**src/rtl/bus_valid_delay_if.sv**
```systemverilog
// Valid/ready/data bus bundle seen by bus_valid_delay: upstream (_i valid/data, ready_o)
// and downstream (valid_o/data_o, ready_i). slave = the slice, master = the surrounding logic.
interface bus_valid_delay_if #(
  parameter int WIDTH = 32
);
  logic             valid_i;
  logic             ready_o;
  logic [WIDTH-1:0] data_i;
  logic             valid_o;
  logic             ready_i;
  logic [WIDTH-1:0] data_o;

  modport slave (
    input  valid_i, data_i, ready_i,
    output ready_o, valid_o, data_o
  );

  modport master (
    output valid_i, data_i, ready_i,
    input  ready_o, valid_o, data_o
  );
endinterface

```
**src/rtl/bus_valid_delay.sv**
```systemverilog
// Forward-registered valid/data pipeline slice with combinational ready and bubble collapse.
// Optional macro BUS_VALID_DELAY_CLR_DATA_EN: zero a stage's data whenever it goes invalid.
module bus_valid_delay #(
  parameter  int WIDTH  = 32,
  parameter  int STAGES = 2,
  localparam int CW     = $clog2(STAGES+1)
) (
  input  logic          clk,
  input  logic          rst,
  bus_valid_delay_if.slave b,
  input  logic          flush_i,
  output logic [CW-1:0] count_o
);

  logic [STAGES-1:0]            v, r, vin;
  logic [STAGES-1:0][WIDTH-1:0] d, din;
  logic                         acc, in_fire, out_fire;

  // A stage can load if any stage at or after it is empty, or the consumer takes the head.
  always_comb begin
    r   = '0;
    acc = 1'b0;
    for (int k = 0; k < STAGES; k++) begin
      acc = b.ready_i;
      for (int j = k; j < STAGES; j++) acc = acc | ~v[j];
      r[k] = acc;
    end
  end

  assign b.ready_o = r[0] & ~flush_i & ~rst;
  assign in_fire   = b.valid_i & b.ready_o;
  assign out_fire  = v[STAGES-1] & b.ready_i;
  assign b.valid_o = v[STAGES-1];
  assign b.data_o  = d[STAGES-1];

  always_comb begin
    vin    = '0;
    din    = '0;
    vin[0] = in_fire;
    din[0] = b.data_i;
    for (int k = 1; k < STAGES; k++) begin
      vin[k] = v[k-1];
      din[k] = d[k-1];
    end
  end

  always_ff @(posedge clk) begin
    if (rst) begin
      v       <= '0;
      d       <= '0;
      count_o <= '0;
    end else begin
      for (int k = 0; k < STAGES; k++) begin
        if (flush_i)   v[k] <= 1'b0;
        else if (r[k]) v[k] <= vin[k];
`ifdef BUS_VALID_DELAY_CLR_DATA_EN
        if (flush_i || (r[k] && !vin[k])) d[k] <= '0;
        else if (r[k])                    d[k] <= din[k];
`else
        if (r[k] && vin[k]) d[k] <= din[k];
`endif
      end
      if (flush_i) count_o <= '0;
      else         count_o <= count_o + CW'(in_fire) - CW'(out_fire);
    end
  end

endmodule

```
**src/flat_wrapper.sv**
```systemverilog
// flat-port wrapper written by rule: the top's interface ports become plain ports
module bus_valid_delay_flat 
#(
  parameter  int WIDTH  = 32,
  parameter  int STAGES = 2,
  localparam int CW     = $clog2(STAGES+1)
)
  (clk, rst, flush_i, count_o, b_valid_i, b_data_i, b_ready_i, b_ready_o, b_valid_o, b_data_o);
  bus_valid_delay_if #(.WIDTH(WIDTH)) b_i ();
  input  logic clk;
  input  logic rst;
  input  logic flush_i;
  output logic [CW-1:0] count_o;
  input wire logic [$bits(b_i.valid_i)-1:0] b_valid_i;
  input wire logic [$bits(b_i.data_i)-1:0] b_data_i;
  input wire logic [$bits(b_i.ready_i)-1:0] b_ready_i;
  output wire logic [$bits(b_i.ready_o)-1:0] b_ready_o;
  output wire logic [$bits(b_i.valid_o)-1:0] b_valid_o;
  output wire logic [$bits(b_i.data_o)-1:0] b_data_o;
  assign b_i.valid_i = b_valid_i;
  assign b_i.data_i = b_data_i;
  assign b_i.ready_i = b_ready_i;
  assign b_ready_o = b_i.ready_o;
  assign b_valid_o = b_i.valid_o;
  assign b_data_o = b_i.data_o;
  bus_valid_delay #(.WIDTH(WIDTH), .STAGES(STAGES)) u_core (.clk(clk), .rst(rst), .b(b_i), .flush_i(flush_i), .count_o(count_o));
endmodule
```
**config.mk**
```make
export PLATFORM = sky130hd
export DESIGN_NAME = bus_valid_delay_flat
export DESIGN_NICKNAME = d
export VERILOG_FILES = /design/src/rtl/bus_valid_delay_if.sv /design/src/rtl/bus_valid_delay.sv /design/src/flat_wrapper.sv
export SDC_FILE = /design/constraint.sdc
export NUM_CORES = 1
export LEC_CHECK = 0
export BUFFER_PORTS_ARGS = -buffer_cell sky130_fd_sc_hd__buf_2
export CELL_PAD_IN_SITES_DETAIL_PLACEMENT = 0
export CELL_PAD_IN_SITES_GLOBAL_PLACEMENT = 1
export CORE_MARGIN = 3
export CORE_UTILIZATION = 42
export CTS_CLUSTER_SIZE = 16
export DETAILED_ROUTE_END_ITERATION = 7
export GPL_ROUTABILITY_DRIVEN = 0
export PLACE_DENSITY = 0.82
export SLEW_MARGIN = 10
export SYNTH_ARGS = -nofsm -noshare
export SYNTH_HDL_FRONTEND = slang
export SYNTH_SLANG_ARGS = --single-unit
```
**constraint.sdc**
```tcl
create_clock -name clk -period 2.1 [get_ports clk]
set_input_delay 0.21 -clock clk [delete_from_list [all_inputs] [get_ports clk]]
set_output_delay 0.21 -clock clk [all_outputs]
set_load 0.01 [all_outputs]
```
==> impl_metrics.csv, run 1 <==
group,metric,value,unit
run,maxCapViolCount,0,
synthesis,ys_seq_area_frac,0.4730,
run_status,status,"finished clean",
detailed_routing,vias,2365,
synthesis,synth_area_leaders,"dfxtp_1 47%, buf_4 8.3%, a31o_2 8.2%",
cts,path_clk_slew,70,ps
synthesis,synth.distinct_cells,27,
timing,drv_slew,0,
critical_path,start_kind,"register",
finish,area_growth,10.04,%
critical_path,endpoint_kind,"register",
finish,insertedDiodeCount,0,
placed_design,dpl_cell_area,0.002998,mm2
cts,clock_latency,330,ps
timing,hold_violations,0,
power,vdd_drop_max,327.2,uV
power,p_total,0.002459,W
die,dieArea,0.007881,mm2
global_routing,grt_first_pass_wirelength,10760,um
critical_path,crit_slowest_cell,"nand2_4",
die,die_h,88.78,um
synthesis,yosys.area.top_type_share,0.4730,
critical_path,cp_top_family,"simple AND/OR/NAND/NOR gates",
die,initial_utilization,0.4431,
power,combPwrFrac,0.072,
timing,rsz0062_at_grt,"no",
timing,tns,0,ps
synthesis,synth_top_area_cell,"dfxtp_1",
global_routing,grt.overflow.total,0,
detailed_routing,drc_errors,0,
power,p_leak,1.458,nW
synthesis,synth_area,0.002878,mm2
finish,multiInputGateArea,0.001112,mm2
critical_path,path_max_fanout,34,
power,powerDensity,776.4,mW/mm2
critical_path,critPathArrivalTime,2030,ps
cts,clock_sinks,68,
critical_path,cp_cell_sequence,"nand3b_2, nand2_4, a31o_2",
timing,min_period,1753,ps
placed_design,hpwl,4387,um
detailed_routing,wl_per_cell,16.05,um
die,rows,29,
synthesis,synth_nets,350,
finish,stdcell_area,0.003167,mm2
detailed_routing,drt_pass1_iterations,4,
cts,cts_hold_buf,0,
critical_path,path_buf_inv,0,
finish,layout.nets,378,
die,pin_count,73,
placed_design,numPortBuffers,72,
detailed_routing,vias_per_cell,5.604,
synthesis,yosys_warnings,0,
cts,cts_made_buffers,9,
cts,root_buffer,"clkbuf_8",
global_routing,antenna_found_initial,0,
finish,drive_gt1_frac,0.3623,
global_routing,grt_start_max_net_pins,35,
detailed_routing,ant_nets,0,
cts,postCtsSetupRepairBufs,0,
finish,finish.utilization,0.4876,
cts,clk_path_buf_depth,2,
timing,relSlewSlack,0.3326,
power,p_sw,0.0005925,W
cts,tritoncts,"built",
critical_path,critPathMaxStageDelay,560,ps
finish,regArea,0.001361,mm2
detailed_routing,drt-total-wl,6774,um
synthesis,netlist_instances,312,
critical_path,critPathKind,"register to register",
detailed_routing,initialDrtViolationCount,194,
global_routing,grt_pass1_vias,2213,
finish,nFillCells,637,
die,dieWidth,88.78,um
synthesis,ys_ff_latch,68,
cts,h-tree-depth,3,
critical_path,crit_required,2370,ps
cts,ctsResizeCount,0,
power,clkPwrFrac,0.377,
power,p_seq_frac,0.551,
die,fp.coreArea,0.006495,mm2
timing,setup_viol,0,
global_routing,grtUsageTotal,0.1774,
power,switching_share,0.2410,
timing,worst_slew_pin_slew,1000,ps
min_path,hold_path.class,"input port to register",
timing,post-route-period-util,0.8349,
power,p_int,0.001866,W
timing,fmax,570.4,MHz
timing,skew,6.394,ps
synthesis,syn_avg_cell_area,9.224,um2
-- per-stage QoR --
step | std cells | setup slack (ps) | hold WS (ps)
after CTS | 422 | 359.1 | 163.9
after global placement | 406 | 383.4 | 456.2
after global routing | 422 | 128.5 | 181.7
after detailed placement | 406 | 329.1 | 461.8
after floorplan | 312 | 751.1 | 348.8
final | 422 | 346.7 | 185.5
-- power groups by stage --
stage               logic, W  clock network [W]  registers (W)
floorplan           0.000124                  0        0.00138
global route        0.000195            0.00102        0.00136
CTS                 0.000179           0.000951        0.00135
global placement    0.000175                  0        0.00138
detailed placement  0.000178                  0        0.00138
finish              0.000177           0.000927        0.00135
-- worst paths after layout --
| check | start | endpoint | slack (ps) | depth (start not counted) |
|---|---|---|---|---|
| max reg2reg | u_core.v[1]$_SDFFE_PP0N_ | u_core.d[19]$_SDFFE_PP0P_ | 350 | 3 |
| min | b_valid_i | u_core.v[0]$_SDFFE_PP0P_ | 190 | 3 |
| max | u_core.v[1]$_SDFFE_PP0N_ | u_core.d[19]$_SDFFE_PP0P_ | 350 | 3 |
| min reg2reg | u_core.d[27]$_SDFFE_PP0P_ | u_core.b.data_o[27]$_SDFFE_PP0P_ | 470 | 2 |
-- sequential cells by signal, indices dropped and copies added (netlist names) --
| signal | count |
|---|---|
| u_core.b.data_o | 32 |
| u_core.d | 32 |
| u_core.count_o | 2 |
| u_core.v | 2 |
-- placed cells by master, fill, tap and decap left out, drive strengths merged, types with 2 or more instances in the layout --
cell and count:
clkinv 4, a31o 32, nand3 32, dfxtp 68, o21ai 33, buf 79
a21boi 2, clkbuf 11, inv 4, a21oi 33, nand2b 2, and3 32
-- worst reg2reg max path: cells and delay by family, from the launching register on --
kind,cells,cell delay [ps]
AOI/OAI and AO/OA,1,220
and+or+nand+nor,2,1070
DFF,1,410
-- per-layer routing --
metal | share of wire | vias up | global-route usage
li1 | - | 1138 | -
met1 | 0.46 | 1139 | 0.2360
met2 | 0.46 | 82 | 0.2848
met3 | 0.070 | 6 | 0.04562
met4 | 0.0097 | 0 | 0.04945
met5 | 0 | - | 0
-- synth_stat cells --
cell type	instances
buf_4	32
nand3b_2	1
and3_1	32
nand3_1	32
a21boi_0	2
and2b_1	1
a31o_2	27
dfxtp_1	68
clkbuf_2	3
ha_1	1
o21ai_0	33
a31o_1	5
buf_2	2
o211ai_1	1
xor2_1	1
buf_6	4
inv_1	4
nand2b_1	2
a21oi_1	33
nor3b_4	1
o31ai_2	1
and2_1	1
clkbuf_1	21
nor3_1	1
and3b_1	1
nand2_4	1
nor2_1	1
-- area by class of cell --
class / instances / share of cell area
inverter: 4 / 0.004741
timing repair buffer: 79 / 0.1304
tap: 77 / 0.03042
clock buffer: 11 / 0.04465
sequential: 68 / 0.4299
multi-input combinational: 178 / 0.3512
clock inverter: 5 / 0.008692
-- kinds of logic after synthesis --
kind of cell,share of synthesized area
XOR/XNOR,0.003044
flip-flops,0.4730
AND/OR/NAND/NOR,0.1548
adder cells (fa/ha/maj),0.004347
AO/OA/AOI/OAI,0.2243
buffers and inverters,0.1404
(Power assumes the default switching activity.)
==> run 2, diff against run 1 <==
ABC_AREA = 1   (was default)
CORE_UTILIZATION = 35   (was 42)
PLACE_DENSITY = 0.74   (was 0.82)
clock period = 1.6 ns   (was 2.1 ns; I/O delays follow)
==> run 2 against run 1 <==
  * Sequential power increased by 30%
  * Cell area increased by 3.6%
  * Setup slack got worse by 190 ps
  * Clock-buffer cell count decreased by 1
  * Sequential share of layout area decreased by 1.5 points
  * Critical path type is now register to output pin
==> impl_metrics.csv, run 2 <==
group,metric,value,unit
run_status,status,"finished clean",
critical_path,start_kind,"register",
critical_path,crit_required,1440,ps
detailed_routing,top_layer,"met4",
min_path,min_path_cells,3,
timing,hold_violations,0,
cts,tritoncts,"built",
critical_path,cp_cell_sequence,"nand3_2, nand2_1, inv_4, buf_2",
placed_design,dpl_cell_area,0.003015,mm2
detailed_routing,wl_met1,2720,um
detailed_routing,met3_length,310,um
critical_path,worstRegToRegCells,6,
synthesis,ys_async_sr_fraction,0,
die,dieArea,0.009159,mm2
placed_design,hpwl,3745,um
cts,clock_sinks,68,
critical_path,critPathMaxStageDelay,410,ps
synthesis,yosys_warnings,0,
cts,path_clk_slew,80,ps
die,die_h,95.71,um
die,fp.coreArea,0.007767,mm2
min_path,hold_path.class,"input port to register",
critical_path,r2r_start,"u_core.v[1]$_SDFFE_PP0N_",
power,powerDensity,1164,mW/mm2
global_routing,grt_start_max_net_pins,65,
finish,layout_common_cells,"72 x buf_2, 68 x dfxtp_1, 57 x nand2_1",
finish,layout.nets,400,
power,p_leak,1.330,nW
timing,post-route-period-util,0.9016,
synthesis,synth_nets,363,
die,rows,32,
global_routing,grt.overflow.total,0,
cts,h-tree-depth,3,
synthesis,synth.distinct_cells,22,
critical_path,reg2reg_to,"u_core.b.data_o[20]$_SDFFE_PP0P_",
placed_design,dp_slack,324.4,ps
placed_design,dp_cells,453,
detailed_routing,drt_pass1_iterations,4,
detailed_routing,wl_per_cell,12.18,um
timing,drv_slew,0,
global_routing,grtUsageTotal,0.1317,
synthesis,synth.most_common_cell,"dfxtp_1",
cts,clk_path_buf_depth,2,
detailed_routing,vias_per_cell,4.527,
timing,relSlewSlack,0.7971,
synthesis,syn_avg_cell_area,8.666,um2
detailed_routing,wl_met2,2558,um
synthesis,yosys.area.top_type_share,0.4833,
finish,stdcell_area,0.003282,mm2
timing,skew,7.227,ps
synthesis,ys.flop_type,"dfxtp_1",
critical_path,crit_start,"u_core.v[1]$_SDFFE_PP0N_",
timing,fmax,693.2,MHz
timing,finalWorstSetupSlack,157.5,ps
global_routing,grt_first_pass_wirelength,9321,um
critical_path,path_max_fanout,18,
cts,clock_latency,340,ps
min_path,worstHoldStart,"b_data_i[26]",
timing,min_period,1442,ps
timing,worst_slew_pin_slew,304.3,ps
detailed_routing,drc_errors,0,
synthesis,synth_area,0.002816,mm2
run,maxCapViolCount,0,
synthesis,synth-edff-count,0,
timing,rsz0062_at_grt,"no",
critical_path,critPathKind,"register to output pin",
global_routing,antenna_found_initial,0,
synthesis,netlist_instances,325,
cts,root_buffer,"clkbuf_8",
detailed_routing,drt-total-wl,5712,um
synthesis,netlist_top_cells_count,"68 x dfxtp_1, 57 x nand2_1, 52 x a21oi_1",
placed_design,numPortBuffers,72,
power,vdd_drop_max,391.3,uV
die,initial_utilization,0.3626,
finish,mostFrequentLayoutCell,"buf_2",
timing,setup_viol,0,
synthesis,synth_area_leaders,"dfxtp_1 48%, a21oi_1 9.2%, buf_4 8.8%",
finish,area_growth,16.53,%
finish,drive_gt1_frac,0.3188,
finish,final_cells,469,
detailed_routing,ant_nets,0,
critical_path,endpoint_kind,"output pin",
synthesis,synth_top_area_cell,"dfxtp_1",
die,pin_count,73,
finish,nFillCells,809,
finish,insertedDiodeCount,0,
min_path,hold-path-endpoint,"u_core.d[26]$_SDFFE_PP0P_",
timing,tns,0,ps
detailed_routing,vias,2123,
synthesis,ys_ff_latch,68,
critical_path,critPathArrivalTime,1280,ps
global_routing,grt_pass1_vias,2034,
detailed_routing,initialDrtViolationCount,89,
die,dieWidth,95.71,um
cts,cts_hold_buf,0,
finish,finish.utilization,0.4225,
critical_path,reg2reg_slack,330,ps
cts,cts_made_buffers,9,
synthesis,ys_seq_area_frac,0.4833,
critical_path,crit_slowest_cell,"dfxtp_1",
[run 2: changes by cell type after synthesis, moves of 9 or more]
cell      delta
a211oi_2    +15
o21bai_1    +15
nand2_1     +57
a31o_2      -27
nor2_1      +15
and3_1      -32
o21ai_0     -33
buf_2        +9
inv_1       +17
nand3_1     -15
a21oi_1     +19
clkbuf_1    -17
[run 2: worst max-delay path, delay by kind of cell (launching register included)]
family	cells	cell delay [ps]
and+or+nand+nor	2	280
buffers and inverters	2	260
DFF	1	410
[run 2: layout make-up]
type                            instances  area, um2  share of cell area
Clock buffer                           10      127.6             0.03889
Clock inverter                          6      136.4             0.04156
Inverter                               23      88.84             0.02707
Multi-Input combinational cell        181       1002              0.3054
Sequential cell                        68       1361              0.4148
Tap cell                              102      127.6             0.03889
Timing Repair Buffer                   79      437.9              0.1334
[run 2: where the power goes]
part / switching [W] / total (W) / internal (W)
Clock: 0.000638 / 0.00183 / 0.00120
Combinational: 0.000139 / 0.000233 / 0.0000945
Sequential: 0.0000162 / 0.00175 / 0.00174
Total: 0.000793 / 0.00382 / 0.00303
[run 2: cells by family (layout without fill, tap and decap cells)]
logic type | Yosys count | after routing | synth area share
simple gates | 97 | 97 | 0.1493
compound gates | 82 | 82 | 0.1990
buf+inv | 76 | 118 | 0.1608
flops | 68 | 68 | 0.4833
fa+ha+maj | 1 | 1 | 0.004442
xor+xnor | 1 | 1 | 0.003110
[run 2: repair_timing]
item / CTS / global route
resized for setup: 0 / 2
setup endpoints to repair: 0 / 1
setup buffers: 0 / 0
[run 2: stage by stage]
step                hold slack [ps]  power [W]
floorplan                     310.9   0.001947
global placement              428.2   0.002023
detailed placement            434.6   0.002027
CTS                           61.02   0.003882
global route                  72.34   0.003977
finish                        80.93   0.003819
[run 2: how the worst max path moves through the flow]
stage / cells after the start / to / slack (ps)
2_1_floorplan: 6 / u_core.b.data_o[10]$_SDFFE_PP0P_ / 450
3_3_place_gp: 6 / u_core.b.data_o[29]$_SDFFE_PP0P_ / 400
3_5_place_dp: 6 / u_core.b.data_o[20]$_SDFFE_PP0P_ / 320
4_1_cts: 4 / b_ready_o / 70
5_1_grt: 4 / b_ready_o / 60
6_report: 4 / b_ready_o / 160
[run 2: metal layers]
metal	vias to the layer above	track usage
li1	1103	-
met1	963	0.1639
met2	48	0.2085
met3	9	0.03597
met4	0	0.06754
met5	-	0
